==> src/rtl/pc_fetch_unit_if.sv <==
// Instruction-memory request/response bundle for the fetch unit.
// Request is a valid/ready handshake; response is a one-cycle strobe.
interface pc_fetch_unit_if #(
  parameter int XLEN = 32
);
  logic            imem_req_valid;
  logic            imem_req_ready;
  logic [XLEN-1:0] imem_addr;
  logic            imem_rsp_valid;
  logic [31:0]     imem_rsp_data;

  modport master (
    output imem_req_valid,
    output imem_addr,
    input  imem_req_ready,
    input  imem_rsp_valid,
    input  imem_rsp_data
  );

  modport slave (
    input  imem_req_valid,
    input  imem_addr,
    output imem_req_ready,
    output imem_rsp_valid,
    output imem_rsp_data
  );
endinterface

==> src/rtl/pc_fetch_unit.sv <==
// Program counter owner and instruction fetcher: next-PC select,
// imem handshake, instruction hold, sticky misalign/timeout faults.
module pc_fetch_unit #(
  parameter int              XLEN     = 32,
  parameter logic [XLEN-1:0] RESET_PC = '0,
  parameter int              MAX_WAIT = 16
) (
  input  logic            clk,
  input  logic            rst_n,
  input  logic [1:0]      pc_sel,
  input  logic [XLEN-1:0] imm,
  input  logic [XLEN-1:0] rs1_data,
  input  logic            advance,
  pc_fetch_unit_if.master imem,
  output logic            inst_valid,
  output logic [31:0]     inst_out,
  output logic [XLEN-1:0] pc_out,
  output logic [XLEN-1:0] pc_plus4,
  output logic            misalign_fault,
  output logic            fetch_timeout
);

  localparam int CW = $clog2(MAX_WAIT + 1);

  typedef enum logic [2:0] {
    IDLE,
    FETCH,
    WAIT,
    HOLD,
    FAULT
  } state_e;

  state_e          state_q, state_d;
  logic [XLEN-1:0] pc_q, pc_d;
  logic [31:0]     inst_q, inst_d;
  logic [CW-1:0]   cnt_q, cnt_d;
  logic [CW-1:0]   cnt_inc;
  logic            mis_q, mis_d;
  logic            to_q, to_d;
  logic [XLEN-1:0] target;
  logic [XLEN-1:0] jalr_sum;

  always_ff @(posedge clk or negedge rst_n) begin
    if (!rst_n) begin
      state_q <= IDLE;
      pc_q    <= RESET_PC;
      inst_q  <= '0;
      cnt_q   <= '0;
      mis_q   <= 1'b0;
      to_q    <= 1'b0;
    end else begin
      state_q <= state_d;
      pc_q    <= pc_d;
      inst_q  <= inst_d;
      cnt_q   <= cnt_d;
      mis_q   <= mis_d;
      to_q    <= to_d;
    end
  end

  assign pc_plus4 = pc_q + XLEN'(4);
  assign jalr_sum = rs1_data + imm;

  // Reserved select 11 falls back to sequential flow.
  always_comb begin
    target = pc_plus4;
    unique case (pc_sel)
      2'b01:   target = pc_q + imm;
      2'b10:   target = {jalr_sum[XLEN-1:1], 1'b0};
      default: target = pc_plus4;
    endcase
  end

  assign cnt_inc = cnt_q + CW'(1);

  always_comb begin
    state_d = state_q;
    pc_d    = pc_q;
    inst_d  = inst_q;
    cnt_d   = cnt_q;
    mis_d   = mis_q;
    to_d    = to_q;
    unique case (state_q)
      IDLE: state_d = FETCH;
      FETCH: begin
        if (imem.imem_req_ready) begin
          state_d = WAIT;
          cnt_d   = '0;
        end
      end
      WAIT: begin
        if (imem.imem_rsp_valid) begin
          inst_d  = imem.imem_rsp_data;
          state_d = HOLD;
        end else if (cnt_inc == CW'(MAX_WAIT)) begin
          cnt_d   = cnt_inc;
          to_d    = 1'b1;
          state_d = FAULT;
        end else begin
          cnt_d = cnt_inc;
        end
      end
      HOLD: begin
        if (advance) begin
          pc_d = target;
          if (target[1:0] == 2'b00) begin
            state_d = FETCH;
          end else begin
            mis_d   = 1'b1;
            state_d = FAULT;
          end
        end
      end
      FAULT: state_d = FAULT;
      default: state_d = IDLE;
    endcase
  end

  assign imem.imem_req_valid = (state_q == FETCH);
  assign imem.imem_addr      = pc_q;
  assign inst_valid          = (state_q == HOLD);
  assign inst_out            = inst_q;
  assign pc_out              = pc_q;
  assign misalign_fault      = mis_q;
  assign fetch_timeout       = to_q;

endmodule

==> src/flat_wrapper.sv <==
// flat-port wrapper written by rule: the top's interface ports become plain ports
module pc_fetch_unit_flat 
#(
  parameter int              XLEN     = 32,
  parameter logic [XLEN-1:0] RESET_PC = '0,
  parameter int              MAX_WAIT = 16
)
  (clk, rst_n, pc_sel, imm, rs1_data, advance, inst_valid, inst_out, pc_out, pc_plus4, misalign_fault, fetch_timeout, imem_imem_req_valid, imem_imem_addr, imem_imem_req_ready, imem_imem_rsp_valid, imem_imem_rsp_data);
  pc_fetch_unit_if #(.XLEN(XLEN)) imem_i ();
  input  logic clk;
  input  logic rst_n;
  input  logic [1:0] pc_sel;
  input  logic [XLEN-1:0] imm;
  input  logic [XLEN-1:0] rs1_data;
  input  logic advance;
  output logic inst_valid;
  output logic [31:0] inst_out;
  output logic [XLEN-1:0] pc_out;
  output logic [XLEN-1:0] pc_plus4;
  output logic misalign_fault;
  output logic fetch_timeout;
  output wire logic [$bits(imem_i.imem_req_valid)-1:0] imem_imem_req_valid;
  output wire logic [$bits(imem_i.imem_addr)-1:0] imem_imem_addr;
  input wire logic [$bits(imem_i.imem_req_ready)-1:0] imem_imem_req_ready;
  input wire logic [$bits(imem_i.imem_rsp_valid)-1:0] imem_imem_rsp_valid;
  input wire logic [$bits(imem_i.imem_rsp_data)-1:0] imem_imem_rsp_data;
  assign imem_imem_req_valid = imem_i.imem_req_valid;
  assign imem_imem_addr = imem_i.imem_addr;
  assign imem_i.imem_req_ready = imem_imem_req_ready;
  assign imem_i.imem_rsp_valid = imem_imem_rsp_valid;
  assign imem_i.imem_rsp_data = imem_imem_rsp_data;
  pc_fetch_unit #(.XLEN(XLEN), .RESET_PC(RESET_PC), .MAX_WAIT(MAX_WAIT)) u_core (.clk(clk), .rst_n(rst_n), .pc_sel(pc_sel), .imm(imm), .rs1_data(rs1_data), .advance(advance), .imem(imem_i), .inst_valid(inst_valid), .inst_out(inst_out), .pc_out(pc_out), .pc_plus4(pc_plus4), .misalign_fault(misalign_fault), .fetch_timeout(fetch_timeout));
endmodule
==> config.mk <==
export PLATFORM = sky130hd
export DESIGN_NAME = pc_fetch_unit_flat
export DESIGN_NICKNAME = d
export VERILOG_FILES = /design/src/rtl/pc_fetch_unit_if.sv /design/src/rtl/pc_fetch_unit.sv /design/src/flat_wrapper.sv
export SDC_FILE = /design/constraint.sdc
export NUM_CORES = 1
export LEC_CHECK = 0
export CORE_UTILIZATION = 35
export DETAILED_ROUTE_END_ITERATION = 7
export HOLD_SLACK_MARGIN = 0.02
export PLACE_DENSITY = 0.65
export SYNTH_ARGS = -nofsm -noshare
export SYNTH_HDL_FRONTEND = slang
export SYNTH_SLANG_ARGS = --single-unit
==> constraint.sdc <==
create_clock -name clk -period 4.9 [get_ports clk]
set_input_delay 0.98 -clock clk [delete_from_list [all_inputs] [get_ports clk]]
set_output_delay 0.98 -clock clk [all_outputs]
set_load 0.01 [all_outputs]
==> results.sh, run 1 <==
export IMPL_static_leakage_nw=4.21
export IMPL_fraction_of_layout_cells_with_a_size_suffix_above_1_pct=7.35
export IMPL_synth_sequential_area_ratio_pct=24.6
export IMPL_later_pin_clock_latency_in_the_skew_report_ns=0.33
export IMPL_arrival_ns=3.42
export IMPL_synthesis_area_per_instance_sq_um=8.45
export IMPL_fin_total_pwr_mw=5.58
export IMPL_cts_sinks=74
export IMPL_grt_use_total_pct=21.6
export IMPL_critPathCaptureType="output pin"
export IMPL_fp_dieH_um=149
export IMPL_synth_ff_type="sky130_fd_sc_hd__dfrtp_1"
export IMPL_cts_tree="yes"
export IMPL_first_global_vias=7083
export IMPL_route_detailed_wl_per_inst_um=18.0
export IMPL_cp_max_fo=7
export IMPL_timing_worst_setup_path_type="reg2out"
export IMPL_cts_setup_buffers=0
export IMPL_ctsHoldBuffers=0
export IMPL_number_of_cells_on_the_worst_hold_path=1
export IMPL_cpLargestDelayFamily="simple AND/OR/NAND/NOR gates"
export IMPL_rsz0062_at_grt="no"
export IMPL_critical_path_cell_chain="ha_1 > and4_1 > and3_1 > nand2_1 > nor3_4 > and3_1 > xor2_1 > clkdlybuf4s50_1"
export IMPL_critical_path_slowest_cell="sky130_fd_sc_hd__clkdlybuf4s50_1"
export IMPL_postSynthRegisterBits=74
export IMPL_h_tree_depth=3
export IMPL_cell_type_with_the_largest_total_area_after_synthesis="sky130_fd_sc_hd__dfrtp_1"
export IMPL_worst_hold_path_type="reg2reg"
export IMPL_port_buffer_count=234
export IMPL_dp_hpwl_um=19100
export IMPL_drt_drc_violations_left=0
export IMPL_synth_net_count=1059
export IMPL_synthesis_to_layout_area_growth_pct=35.5
export IMPL_syn_instance_count=889
export IMPL_core_region_area_sq_um=21000
export IMPL_setup_viol_count_final=0
export IMPL_detail_route_first_pass_iterations=5
export IMPL_max_stage_delay_ns=0.56
export IMPL_max_cap_violations=0
export IMPL_fmaxAchievable_mhz=227
export IMPL_critical_path_startpoint="u_core.imem.imem_addr[3]"
export IMPL_tritoncts_num_buffers=9
export IMPL_fin_setup_tns_ns=0
export IMPL_synth_cell_types=71
export IMPL_antenna_found_initial=0
export IMPL_finalClockSkew_ns=0.0115
export IMPL_first_pass_grt_wire_length_um=37500
export IMPL_ant_nets=0
export IMPL_synthesis_area_sq_um=7510
export IMPL_relSlewSlack_pct=35.5
export IMPL_worst_hold_slack_ns=0.472
export IMPL_reg2reg_from="u_core.imem.imem_addr[18]"
export IMPL_drt_vias_per_instance=5.52
export IMPL_ff2ff_setup_slack_ns=1.51
export IMPL_run_status="completed"
export IMPL_finalHoldViolCount=0
export IMPL_asyncSetResetFlopFracSynth_pct=100
export IMPL_die_area_sq_um=22100
export IMPL_worst_path_most_repeated_cell="sky130_fd_sc_hd__and3_1"
export IMPL_detailedRoute_firstIterationViolations=439
export IMPL_worst_setup_hold_path_clk_slew_ns=0.06
export IMPL_globalRouteOverflowTotal=0
export IMPL_finalNetCount=1240
export IMPL_number_of_placement_rows=53
export IMPL_worstPathRequired_ns=3.92
export IMPL_post_route_min_period_ns=4.40
export IMPL_vias_post_dr=7447
export IMPL_synth_edff_count=0
export IMPL_post_cts_resized=0
export IMPL_hold_path_startpoint="u_core.misalign_fault"
export IMPL_start_kind="flop"
export IMPL_pin_count_of_the_biggest_net_entering_global_routing=75
export IMPL_die_w_um=149
export IMPL_ctsRootBufferMaster="sky130_fd_sc_hd__clkbuf_16"
export IMPL_tightest_slew_ns=0.967
export IMPL_antennaDiodeCount=0
export IMPL_initial_standard_cell_utilization_of_the_core_pct=35.7
export IMPL_cts_root_to_sink_buffers=2
export IMPL_max_vdd_ir_drop_v=0.000216
export IMPL_rr_endpoint="u_core.imem.imem_addr[31]"
export IMPL_synth_top_area_share_pct=24.6
export IMPL_timing_final_crit_share_pct=89.8
export IMPL_route_final_wire_length_um=24300
export IMPL_main_area_contributors_after_synthesis="sky130_fd_sc_hd__dfrtp_1 (25%), sky130_fd_sc_hd__ha_1 (11%), sky130_fd_sc_hd__xnor2_1 (6.1%)"
export IMPL_timing_max_transition_violations_final=0
export IMPL_timing_critical_path_buf_inv=1
export IMPL_i_o_pins=235
export IMPL_yosysWarnings=0
export IMPL_timing_hold_worst_endpoint="u_core.misalign_fault"
export IMPL_reg2reg_depth=10
export IMPL_power_density_cell_area_nw_per_um2=548
export IMPL_finalWeightedCongestion=0.957
## power breakdown
part / leakage, nW / switching (mW) / internal (mW) / total [mW]
combinational: 3.16 / 1.64 / 1.88 / 3.52
clock: 0.155 / 0.268 / 0.461 / 0.729
sequential: 0.893 / 0.432 / 0.891 / 1.32
total: 4.21 / 2.34 / 3.23 / 5.58
## worst max-delay path by stage
stage,slack [ns],end,cells after the start
global route,0.35,pc_plus4[30],8
finish,0.50,pc_plus4[30],8
CTS,0.51,pc_plus4[30],8
floorplan,1.49,u_core.imem.imem_addr[31],11
global placement,0.60,u_core.imem.imem_addr[28],13
detailed placement,0.54,u_core.imem.imem_addr[28],13
## cells in the final DEF, fill, tap and decap left out, types with 16 or more instances in the layout
master,instances
sky130_fd_sc_hd__nand3_1,36
sky130_fd_sc_hd__mux2_2,34
sky130_fd_sc_hd__ha_1,65
sky130_fd_sc_hd__xnor2_1,52
sky130_fd_sc_hd__a221oi_1,16
sky130_fd_sc_hd__dfrtp_1,74
sky130_fd_sc_hd__a21o_1,28
sky130_fd_sc_hd__a21oi_1,77
sky130_fd_sc_hd__nand2_1,67
sky130_fd_sc_hd__xor2_1,33
sky130_fd_sc_hd__inv_1,23
sky130_fd_sc_hd__clkdlybuf4s50_1,233
sky130_fd_sc_hd__nor2_1,49
sky130_fd_sc_hd__o21ai_0,48
## metal layers
metal,wire [um],GRT usage (%),up-vias,part of all wire (%)
met5,0,0,-,0
met4,551,7.27,0,2.3
met3,1500,2.21,30,6.2
met2,11200,35.8,281,46
met1,11100,29.2,3510,46
li1,-,-,3626,-
## synth_stat cells (5+ instances only)
| library cell | number |
|---|---|
| sky130_fd_sc_hd__a221oi_1 | 16 |
| sky130_fd_sc_hd__xnor2_1 | 52 |
| sky130_fd_sc_hd__inv_1 | 23 |
| sky130_fd_sc_hd__nand2b_1 | 10 |
| sky130_fd_sc_hd__a21o_1 | 28 |
| sky130_fd_sc_hd__mux2_2 | 34 |
| sky130_fd_sc_hd__and3_1 | 12 |
| sky130_fd_sc_hd__a21oi_1 | 77 |
| sky130_fd_sc_hd__nand2_1 | 67 |
| sky130_fd_sc_hd__and4_1 | 5 |
| sky130_fd_sc_hd__a31oi_1 | 13 |
| sky130_fd_sc_hd__o21ai_0 | 48 |
| sky130_fd_sc_hd__and2_1 | 8 |
| sky130_fd_sc_hd__ha_1 | 65 |
| sky130_fd_sc_hd__nand3_1 | 36 |
| sky130_fd_sc_hd__o21bai_1 | 7 |
| sky130_fd_sc_hd__a22o_1 | 8 |
| sky130_fd_sc_hd__nor3_1 | 11 |
| sky130_fd_sc_hd__clkbuf_1 | 32 |
| sky130_fd_sc_hd__buf_4 | 35 |
| sky130_fd_sc_hd__o22ai_1 | 14 |
| sky130_fd_sc_hd__xor2_1 | 33 |
| sky130_fd_sc_hd__dfrtp_1 | 74 |
| sky130_fd_sc_hd__nand4_1 | 13 |
| sky130_fd_sc_hd__nor2b_1 | 12 |
| sky130_fd_sc_hd__nor2_1 | 49 |
| sky130_fd_sc_hd__buf_2 | 5 |
| sky130_fd_sc_hd__a211oi_1 | 7 |
| sky130_fd_sc_hd__o21a_1 | 12 |
## registers in the layout, summed over array words and instances (netlist names)
| register | cells |
|---|---|
| u_core.cnt_q | 5 |
| u_core.fetch_timeout | 1 |
| u_core.imem.imem_addr | 32 |
| u_core.inst_out | 32 |
| u_core.misalign_fault | 1 |
| u_core.state_q | 3 |
## stage by stage
stage          util, %  cells  cell area (sq um)  worst slack [ns]
4_1_cts           48.4   1350              10200             0.506
5_1_grt           48.4   1350              10200             0.347
2_1_floorplan        -    889               7510              1.49
3_5_place_dp      46.9   1334               9850             0.536
6_report          48.4   1350              10200             0.498
3_3_place_gp      46.9   1334               9850             0.599
## kinds of logic after synthesis
group,share of synthesized area [%]
XOR/XNOR,9.91
flip-flops,24.6
multiplexers,5.36
AND/OR/NAND/NOR,16.3
adder cells (fa/ha/maj),11.4
buffers and inverters,6.64
AO/OA/AOI/OAI,25.8
## final cells by class
type,instances,area (sq um)
sequential,74,1850
inverter,23,86.3
tap,275,344
multi-input combinational,719,5160
timing repair buffer,243,2410
clock buffer,10,239
clock inverter,6,88.8
fill,2012,10800
(Power assumes the default switching activity.)
==> run 2: changes to the inputs <==
Settings changed: CORE_MARGIN set to 3.
Clock period 4.9 ns to 5.3 ns, I/O delays scaled along.
==> results.sh, run 2 (same netlist as run 1, synthesis figures left out) <==
export IMPL_globalRouteOverflowTotal=0
export IMPL_final_common_cell="sky130_fd_sc_hd__clkdlybuf4s50_1"
export IMPL_hold_path_startpoint="u_core.misalign_fault"
export IMPL_power_density_cell_area_nw_per_um2=507
export IMPL_dp_cells=1329
export IMPL_final_instance_count_excl_fill=1344
export IMPL_fin_total_pwr_mw=5.15
export IMPL_rr_endpoint="u_core.imem.imem_addr[28]"
export IMPL_setup_viol_count_final=0
export IMPL_cp_max_fo=8
export IMPL_route_detailed_wl_per_inst_um=19.0
export IMPL_first_pass_grt_wire_length_um=40600
export IMPL_vias_post_dr=7570
export IMPL_later_pin_clock_latency_in_the_skew_report_ns=0.34
export IMPL_fraction_of_layout_cells_with_a_size_suffix_above_1_pct=7.26
export IMPL_finalNetCount=1240
export IMPL_static_leakage_nw=4.20
export IMPL_fp_dieH_um=153
export IMPL_ff2ff_setup_slack_ns=1.87
export IMPL_grt_busiest_layer="met2"
export IMPL_number_of_cells_on_the_worst_hold_path=1
export IMPL_die_area_sq_um=23300
export IMPL_max_vdd_ir_drop_v=0.000226
export IMPL_finalWeightedCongestion=0.952
export IMPL_first_global_vias=7458
export IMPL_worst_hold_slack_ns=0.464
export IMPL_run_status="completed"
export IMPL_antenna_found_initial=0
export IMPL_ctsRootBufferMaster="sky130_fd_sc_hd__clkbuf_16"
export IMPL_timing_hold_worst_endpoint="u_core.misalign_fault"
export IMPL_tightest_slew_ns=0.982
export IMPL_pin_count_of_the_biggest_net_entering_global_routing=75
export IMPL_max_cap_violations=0
export IMPL_grt_use_total_pct=21.3
export IMPL_post_route_min_period_ns=4.51
export IMPL_drt_drc_violations_left=0
export IMPL_timing_max_transition_violations_final=0
export IMPL_post_route_util_pct=49.1
export IMPL_ant_nets=0
export IMPL_final_cell_mix="sky130_fd_sc_hd__clkdlybuf4s50_1 (233), sky130_fd_sc_hd__a21oi_1 (77), sky130_fd_sc_hd__dfrtp_1 (74), sky130_fd_sc_hd__nand2_1 (67), sky130_fd_sc_hd__ha_1 (65)"
export IMPL_ctsHoldBuffers=0
export IMPL_i_o_pins=235
export IMPL_port_buffer_count=234
export IMPL_cts_setup_buffers=0
export IMPL_cts_sinks=74
export IMPL_synthesis_to_layout_area_growth_pct=35.1
export IMPL_start_kind="flop"
export IMPL_rsz0062_at_grt="no"
export IMPL_global_route_usage_met1_pct=29.5
export IMPL_setup_slack_ns=0.788
export IMPL_reg2reg_depth=13
export IMPL_drt_vias_per_instance=5.63
export IMPL_worst_hold_path_type="reg2reg"
export IMPL_antennaDiodeCount=0
export IMPL_worst_setup_hold_path_clk_slew_ns=0.06
export IMPL_relSlewSlack_pct=34.6
export IMPL_critPathCaptureType="output pin"
export IMPL_fmaxAchievable_mhz=222
export IMPL_use_met2_pct=35.0
export IMPL_tritoncts_num_buffers=9
export IMPL_detail_route_first_pass_iterations=5
export IMPL_reg2reg_from="u_core.imem.imem_addr[0]"
export IMPL_die_w_um=153
export IMPL_route_final_wire_length_um=25600
export IMPL_finalHoldViolCount=0
export IMPL_detailedPlace_worstSlack_ns=0.889
export IMPL_groute_layer_met3_usage_pct=2.93
export IMPL_initial_standard_cell_utilization_of_the_core_pct=36.3
export IMPL_post_cts_resized=0
export IMPL_h_tree_depth=3
export IMPL_number_of_placement_rows=52
export IMPL_core_region_area_sq_um=20700
export IMPL_fin_setup_tns_ns=0
export IMPL_detailedRoute_firstIterationViolations=488
export IMPL_worstPathRequired_ns=4.24
export IMPL_cts_tree="yes"
export IMPL_layout_cell_area_non_filler_sq_um=10100
export IMPL_arrival_ns=3.45
export IMPL_timing_worst_setup_path_type="reg2out"
export IMPL_timing_final_crit_share_pct=85.1
export IMPL_finalClockSkew_ns=0.0139
export IMPL_dp_hpwl_um=19800
export IMPL_placed_area_sq_um=9850
export IMPL_cts_root_to_sink_buffers=2
-- run 2: how the worst max path moves through the flow --
stage                                         from                        end  slack, ns  depth (start not counted)
after floorplan                            imm[18]  u_core.imem.imem_addr[31]       1.81                         11
after global placement                      imm[1]  u_core.imem.imem_addr[28]       0.95                         14
after detailed placement                    imm[0]  u_core.imem.imem_addr[28]       0.89                         14
after CTS                 u_core.imem.imem_addr[2]               pc_plus4[30]       0.77                          8
after global routing      u_core.imem.imem_addr[2]               pc_plus4[30]       0.54                          8
final                     u_core.imem.imem_addr[2]               pc_plus4[30]       0.79                          8
-- run 2: routing by layer --
metal,share of wire (%),vias to the layer above
met1,46,3566
met5,0,-
met3,6.5,39
met4,2.1,0
li1,-,3630
met2,46,335
-- run 2: area by class of cell --
cell class	instances	area (sq um)
fillers	2027	10500
clock buffers	11	253
well taps	270	338
repair buffers	243	2410
clock inverters	4	51.3
inverters	23	86.3
flip-flops and latches	74	1850
multi-input cells	719	5160
-- run 2: worst max-delay path, cell delays in order (launching register included) --
cell	delay [ns]
sky130_fd_sc_hd__dfrtp_1	0.52
sky130_fd_sc_hd__ha_1	0.35
sky130_fd_sc_hd__and4_1	0.32
sky130_fd_sc_hd__and3_1	0.29
sky130_fd_sc_hd__nand2_1	0.23
sky130_fd_sc_hd__nor3_4	0.36
sky130_fd_sc_hd__and3_1	0.26
sky130_fd_sc_hd__xor2_1	0.17
sky130_fd_sc_hd__clkdlybuf4s50_1	0.59
-- run 2: report_power, final --
part | switching, mW | leakage, nW | total (mW) | internal, mW
Clock | 0.244 | 0.148 | 0.632 | 0.388
Combinational | 1.55 | 3.16 | 3.29 | 1.74
Sequential | 0.401 | 0.893 | 1.22 | 0.824
